$ cat config.mk
export PLATFORM = sky130hd
export DESIGN_NAME = ram_access_arbiter
export DESIGN_NICKNAME = d
export VERILOG_FILES = /design/src/rtl/ram_access_arbiter.sv
export SDC_FILE = /design/constraint.sdc
export NUM_CORES = 1
export LEC_CHECK = 0
export CAP_MARGIN = 40
export CORE_MARGIN = 4
export CORE_UTILIZATION = 40
export DETAILED_ROUTE_END_ITERATION = 8
export HOLD_SLACK_MARGIN = 0.06
export PLACE_DENSITY = 0.8
export SYNTH_ARGS = -nofsm -noshare
export SYNTH_HDL_FRONTEND = slang
export SYNTH_SLANG_ARGS = --single-unit
$ cat constraint.sdc
create_clock -name clock -period 2.4 [get_ports clock]
set_clock_uncertainty 0.2 [all_clocks]
set_input_delay 0.6 -clock clock [delete_from_list [all_inputs] [get_ports clock]]
set_output_delay 0.6 -clock clock [all_outputs]
set_load 0.05 [all_outputs]
$ cat src/rtl/ram_access_arbiter.sv
// Round-robin arbiter sharing a single-port RAM between one writer and one reader.
// RAM strobes/addresses are registered; read data returns through a fixed-latency token pipe.
`timescale 1ns/1ps
module ram_access_arbiter #(
    parameter int DATA_W     = 64,
    parameter int ADDR_W     = 12,
    parameter int RD_LATENCY = 1
) (
    input  logic              clock,
    input  logic              resetn,
    input  logic              wr_req_valid,
    output logic              wr_req_ready,
    input  logic [ADDR_W-1:0] wr_req_addr,
    input  logic [DATA_W-1:0] wr_req_data,
    input  logic              rd_req_valid,
    output logic              rd_req_ready,
    input  logic [ADDR_W-1:0] rd_req_addr,
    output logic              rd_rsp_valid,
    output logic [DATA_W-1:0] rd_rsp_data,
    output logic              ram_write,
    output logic [ADDR_W-1:0] ram_wr_address,
    output logic [DATA_W-1:0] ram_data_in,
    output logic              ram_read,
    output logic [ADDR_W-1:0] ram_rd_address,
    input  logic [DATA_W-1:0] ram_data_out,
    output logic [15:0]       conflict_count
);

    typedef enum logic [1:0] {IDLE, WRITE, READ} phase_e;

    phase_e              phase_q, phase_d;
    logic                last_rd_q, last_rd_d;
    logic [ADDR_W-1:0]   wr_addr_q, wr_addr_d;
    logic [DATA_W-1:0]   wr_data_q, wr_data_d;
    logic [ADDR_W-1:0]   rd_addr_q, rd_addr_d;
    logic [RD_LATENCY:0] vld_pipe_q, vld_pipe_d;
    logic [DATA_W-1:0]   rsp_data_q, rsp_data_d;
    logic [15:0]         conflict_q, conflict_d;
    logic                wr_gnt, rd_gnt;

    // Grant never looks at ram_data_out; held off entirely while reset is asserted.
    always_comb begin
        wr_gnt = resetn && wr_req_valid && (!rd_req_valid || last_rd_q);
        rd_gnt = resetn && rd_req_valid && (!wr_req_valid || !last_rd_q);
    end

    always_comb begin
        phase_d    = IDLE;
        last_rd_d  = last_rd_q;
        wr_addr_d  = wr_addr_q;
        wr_data_d  = wr_data_q;
        rd_addr_d  = rd_addr_q;
        conflict_d = conflict_q;
        if (wr_gnt) begin
            phase_d   = WRITE;
            last_rd_d = 1'b0;
            wr_addr_d = wr_req_addr;
            wr_data_d = wr_req_data;
        end else if (rd_gnt) begin
            phase_d   = READ;
            last_rd_d = 1'b1;
            rd_addr_d = rd_req_addr;
        end
        if (wr_req_valid && rd_req_valid && conflict_q != 16'hFFFF)
            conflict_d = conflict_q + 16'd1;
    end

    // Token enters on the edge that samples ram_read; RAM data is valid one stage before the output.
    always_comb begin
        vld_pipe_d = {vld_pipe_q[RD_LATENCY-1:0], phase_q == READ};
        rsp_data_d = vld_pipe_q[RD_LATENCY-1] ? ram_data_out : rsp_data_q;
    end

    always_ff @(posedge clock or negedge resetn) begin
        if (!resetn) begin
            phase_q    <= IDLE;
            last_rd_q  <= 1'b1;
            wr_addr_q  <= '0;
            wr_data_q  <= '0;
            rd_addr_q  <= '0;
            vld_pipe_q <= '0;
            rsp_data_q <= '0;
            conflict_q <= '0;
        end else begin
            phase_q    <= phase_d;
            last_rd_q  <= last_rd_d;
            wr_addr_q  <= wr_addr_d;
            wr_data_q  <= wr_data_d;
            rd_addr_q  <= rd_addr_d;
            vld_pipe_q <= vld_pipe_d;
            rsp_data_q <= rsp_data_d;
            conflict_q <= conflict_d;
        end
    end

    always_comb begin
        wr_req_ready   = wr_gnt;
        rd_req_ready   = rd_gnt;
        ram_write      = (phase_q == WRITE);
        ram_read       = (phase_q == READ);
        ram_wr_address = wr_addr_q;
        ram_data_in    = wr_data_q;
        ram_rd_address = rd_addr_q;
        rd_rsp_valid   = vld_pipe_q[RD_LATENCY];
        rd_rsp_data    = rsp_data_q;
        conflict_count = conflict_q;
    end

endmodule

======== Word-level counts from Yosys, hierarchy flattened ========
Index checks and enable logic that the tools add are counted.
storage, ports and cells
  register bits after elaboration ......... 173
  input bits .............................. 156
  output and inout port bits .............. 173
  logic and storage cells ................. 30
operators by class
  add/subtract/negate cells ............... 1
  equal/unequal tests ..................... 3
  mux-type cells .......................... 4
  bitwise logic cells ..................... 1
  reduce and logical (&&, ||, !) cells .... 13
operator list
  operator                                        count
  adder 16 x 1 -> 16 bit (second input constant)  1
  inequality test 16 bit (second input constant)  1
  logical AND 1 bit                               6
  2-to-1 mux 2 bit                                2
  logical NOT 1 bit                               3
  == test 2 x 1 -> 1 bit (second input constant)  1
  == test 2 bit (second input constant)           1
  logical OR 1 bit                                2
  2-to-1 mux 1 bit                                2
  AND reduction 2 bit                             1
  nonzero test 2 bit                              1
  NOT 1 bit                                       1

======== Depth between registers and ports, before layout ========
  word-level depth ........................ 5
  gate-level depth with buffers ........... 5

======== Worst setup path after synthesis ========
Ideal clock, no wire load.
  kind .................................... register to register
  start ................................... register conflict_q[0], in the netlist conflict_count[0]
  end ..................................... register conflict_q[6], in the netlist conflict_count[6]
  library setup time ...................... 0.146 ns
  arrival time ............................ 1.785 ns
  slack ................................... 0.270 ns
  stages on the path, launching flop included .. 6
  buffers on the path ..................... 0
  cells stage by stage .................... dfrtp_1 > ha_1 > nand3_1 > o41ai_4 > nor3_1 > xor2_1
between the ends
  longest elaborated chain between the ends .. 2
ends and longest elaborated chain
  item                                                                            line  source
  start: declaration                                                              38    logic [15:0] conflict_q, conflict_d;
  start signal: assignment                                                        92    conflict_q <= conflict_d;
  parallel branches: the longest is 2 deep, another holds adder 16 x 1 -> 16 bit  -
Several ways; the timed one is not identified.
A chain may end at the register's enable or synchronous reset.

======== Worst setup path after layout ========
  start ................................... register vld_pipe_q[1]
  end ..................................... output rd_rsp_valid
RTL lines
  item                      line  source
  start: declaration        36    logic [RD_LATENCY:0] vld_pipe_q, vld_pipe_d;
  start signal: assignment  90    vld_pipe_q <= vld_pipe_d;
  end: declaration          18    output logic rd_rsp_valid,
No word-level cell between the ends.

==> run_results.csv <==
group,metric,value,unit
critical_path,path_delay_family,"buffers and inverters",
global_route,grt_usage,0.200,
routing,routed_wl,18400,µm
layout,fin_cells,980,
status,outcome,"finished, final reports clean",
synth,yosysWarnings,0,
layout,finalNetCount,908,
timing,drv_slew,0,
clock_network,htreeDepth,4,
routing,drt_pass1_iterations,4,
layout,final_layout_size_suffix_gt1_frac,0.309,
critical_path,critPathArrivalTime,1.56,ns
critical_path,cp_cell_sequence,"clkdlybuf4s50_1",
clock_network,cts_tree,"done",
synth,synth_cells,404,
layout,antennaDiodeCount,0,
critical_path,crit_path_max_incr_delay,0.81,ns
power_and_ir_drop,p_leak,4.90,nW
synth,syn_area,6560,µm²
global_route,grt-ovfl-total,0,
critical_path,crit_cells,1,
routing,drcViolationCount,0,
synth,ys.flop_type,"dfrtp_1",
layout,fin_util,0.664,
die,initial_core_util,0.410,
clock_network,cts.sink_count,173,
placed_design,port_buffers,328,
global_route,grt_antenna_before_repair,0,
synth,synth_edf_count,0,
clock_network,path_clk_slew,0.06,ns
flow_run,drv_cap,0,
synth,syn_area_per_cell,16.2,µm²
synth,synth_top_cells_by_area,"dfrtp_1 66%, mux2_2 26%, xnor2_1 1.5%, buf_2 0.91%, nand2_1 0.74%",
critical_path,cp_max_fo,1,
critical_path,worstPathRequired,1.60,ns
die,die_height,136,µm
synth,async_reset_ff_frac,1.00,
routing,vias,4718,
synth,synth_cell_types,27,
global_route,grt_pass1_wl,28400,µm
placed_design,dpl.hpwl,13900,µm
die,core.rowCount,46,
routing,via_per_inst,4.81,
critical_path,slowest_stage,"clkdlybuf4s50_1",
critical_path,end_kind,"primary output",
timing,slew_headroom,0.596,
layout,layout.cells.most_common_list,"171 x dfrtp_1, 154 x clkdlybuf4s50_1, 152 x mux2_2",
timing,fin_crit,2.36,ns
timing,hold_viol,0,
layout,fin_area,10600,µm²
die,fp.coreArea,16000,µm²
timing,setup_violations,0,
synth,syn_nets,561,
placed_design,placed_area,10100,µm²
timing,worstMarginPinSlew,0.606,ns
clock_network,cts_max_path_buffers,2,
synth,synth_top_cell_by_area,"dfrtp_1",
die,die_x,136,µm
synth,synth_top_area_frac,0.656,
synth,ys_seq_area_frac,0.660,
routing,drtIter0Drc,104,
timing,finalCritPeriodShare,0.983,
die,io_pins,329,
clock_network,cts_buffers,17,
global_route,grt_max_degree,66,
critical_path,critPathBufInv,1,
routing,drtAntennaViolNets,0,
power_and_ir_drop,power_density,1030,nW/µm²
timing,max_freq,0.424,GHz
placed_design,place.gp.congestion,0.821,
layout,layout_commonest_cell,"dfrtp_1",
placed_design,place_inst,945,
clock_network,clock-root-buffer,"clkbuf_16",
die,dieArea,18500,µm²
critical_path,worst_setup_path_start_kind,"flip-flop",
global_route,grt_pass1_vias,5262,
critical_path,ff2ff_path_depth,5,
critical_path,crit_type,"flip-flop to primary output",
min_path,min_path_type,"input port to async pin",
synth,synth-seq-cells,173,
clock_network,clock_latency,0.43,ns
layout,area_delta_synth_final,61.8,%
timing,rsz0062_at_grt,"false",
routing,wire_per_inst,18.8,µm
power_and_ir_drop,peakVddDrop,0.773,mV
## state kept, by name, summed over array words and instances (netlist names)
register and count:
conflict_count 16, last_rd_q 1, phase_q 2, ram_data_in 64, ram_rd_address 12, ram_wr_address 12, rd_rsp_data 64, vld_pipe_q 2
## timing repair
| action | 4_1_cts | 5_1_grt |
|---|---|---|
| pin swaps | 0 | 0 |
| setup buffers | 1 | 0 |
| resized for setup | 119 | 26 |
| endpoints found under the setup margin | 120 | 26 |
| endpoints found under the hold margin | 6 | 0 |
| hold buffers | 2 | 0 |
## synth_stat cells (2+ instances only)
master,number
a21oi_1,2
and3_1,3
and4_1,2
buf_2,12
buf_4,3
dfrtp_1,172
mux2_2,152
nand2_1,13
nand3_1,5
nand4_1,5
nand4_2,2
nor2_1,2
nor2b_1,2
nor3_1,3
xnor2_1,11
xor2_1,4
## worst paths after layout
kind | from | endpoint | slack [ns]
min in group clock | phase_q[0] | vld_pipe_q[0] | 0.23
worst max register to register | conflict_count[0] | conflict_count[7] | 0.44
max in group asynchronous | resetn | rd_rsp_data[20] | 0.71
worst min register to register | phase_q[0] | vld_pipe_q[0] | 0.23
worst min-delay path | resetn | vld_pipe_q[0] | 0.09
worst max-delay path | vld_pipe_q[1] | rd_rsp_valid | 0.04
## area by class of cell
type,count,area (µm²)
multi-input cells,214,2150
inverters,1,3.75
clock buffers,18,429
fillers,1203,5380
flip-flops and latches,173,4330
well taps,216,270
clock inverters,14,95.1
repair buffers,344,3330
## metal layers
layer / track usage / up-vias / share of wire
met1: 0.220 / 2334 / 0.35
met5: 0 / - / 0
met3: 0.0829 / 35 / 0.098
met4: 0.0817 / 0 / 0.028
li1: - / 2133 / -
met2: 0.343 / 216 / 0.52
## where the power goes
part	switching (mW)	internal [mW]
Combinational	3.08	1.47
Clock	1.15	1.32
Sequential	0.361	3.57
## stage by stage
step / power (mW) / TNS (ns) / setup slack [ns] / hold slack (ns)
after CTS: 11.1 / 0 / 0.000803 / 0.110
final: 11.0 / 0 / 0.0419 / 0.0881
after global routing: 11.4 / 0 / 0.00509 / 0.156
after floorplan: 7.00 / 0 / 0.270 / 0.104
after detailed placement: 8.95 / -1.69 / -0.0791 / 0.213
after global placement: 8.84 / -0.751 / -0.0997 / 0.210
## cells by family (layout without fill, tap and decap cells)
| kind of cell | Yosys count | in the layout | share of synthesized area |
|---|---|---|---|
| xor+xnor | 15 | 15 | 0.0200 |
| fa+ha+maj | 1 | 1 | 0.00191 |
| simple gates | 40 | 40 | 0.0343 |
| compound gates | 6 | 6 | 0.00953 |
| mux | 152 | 152 | 0.261 |
| buf+inv | 17 | 377 | 0.0137 |
| flops | 173 | 173 | 0.660 |
Note: power is estimated with default switching activity, not from simulation.
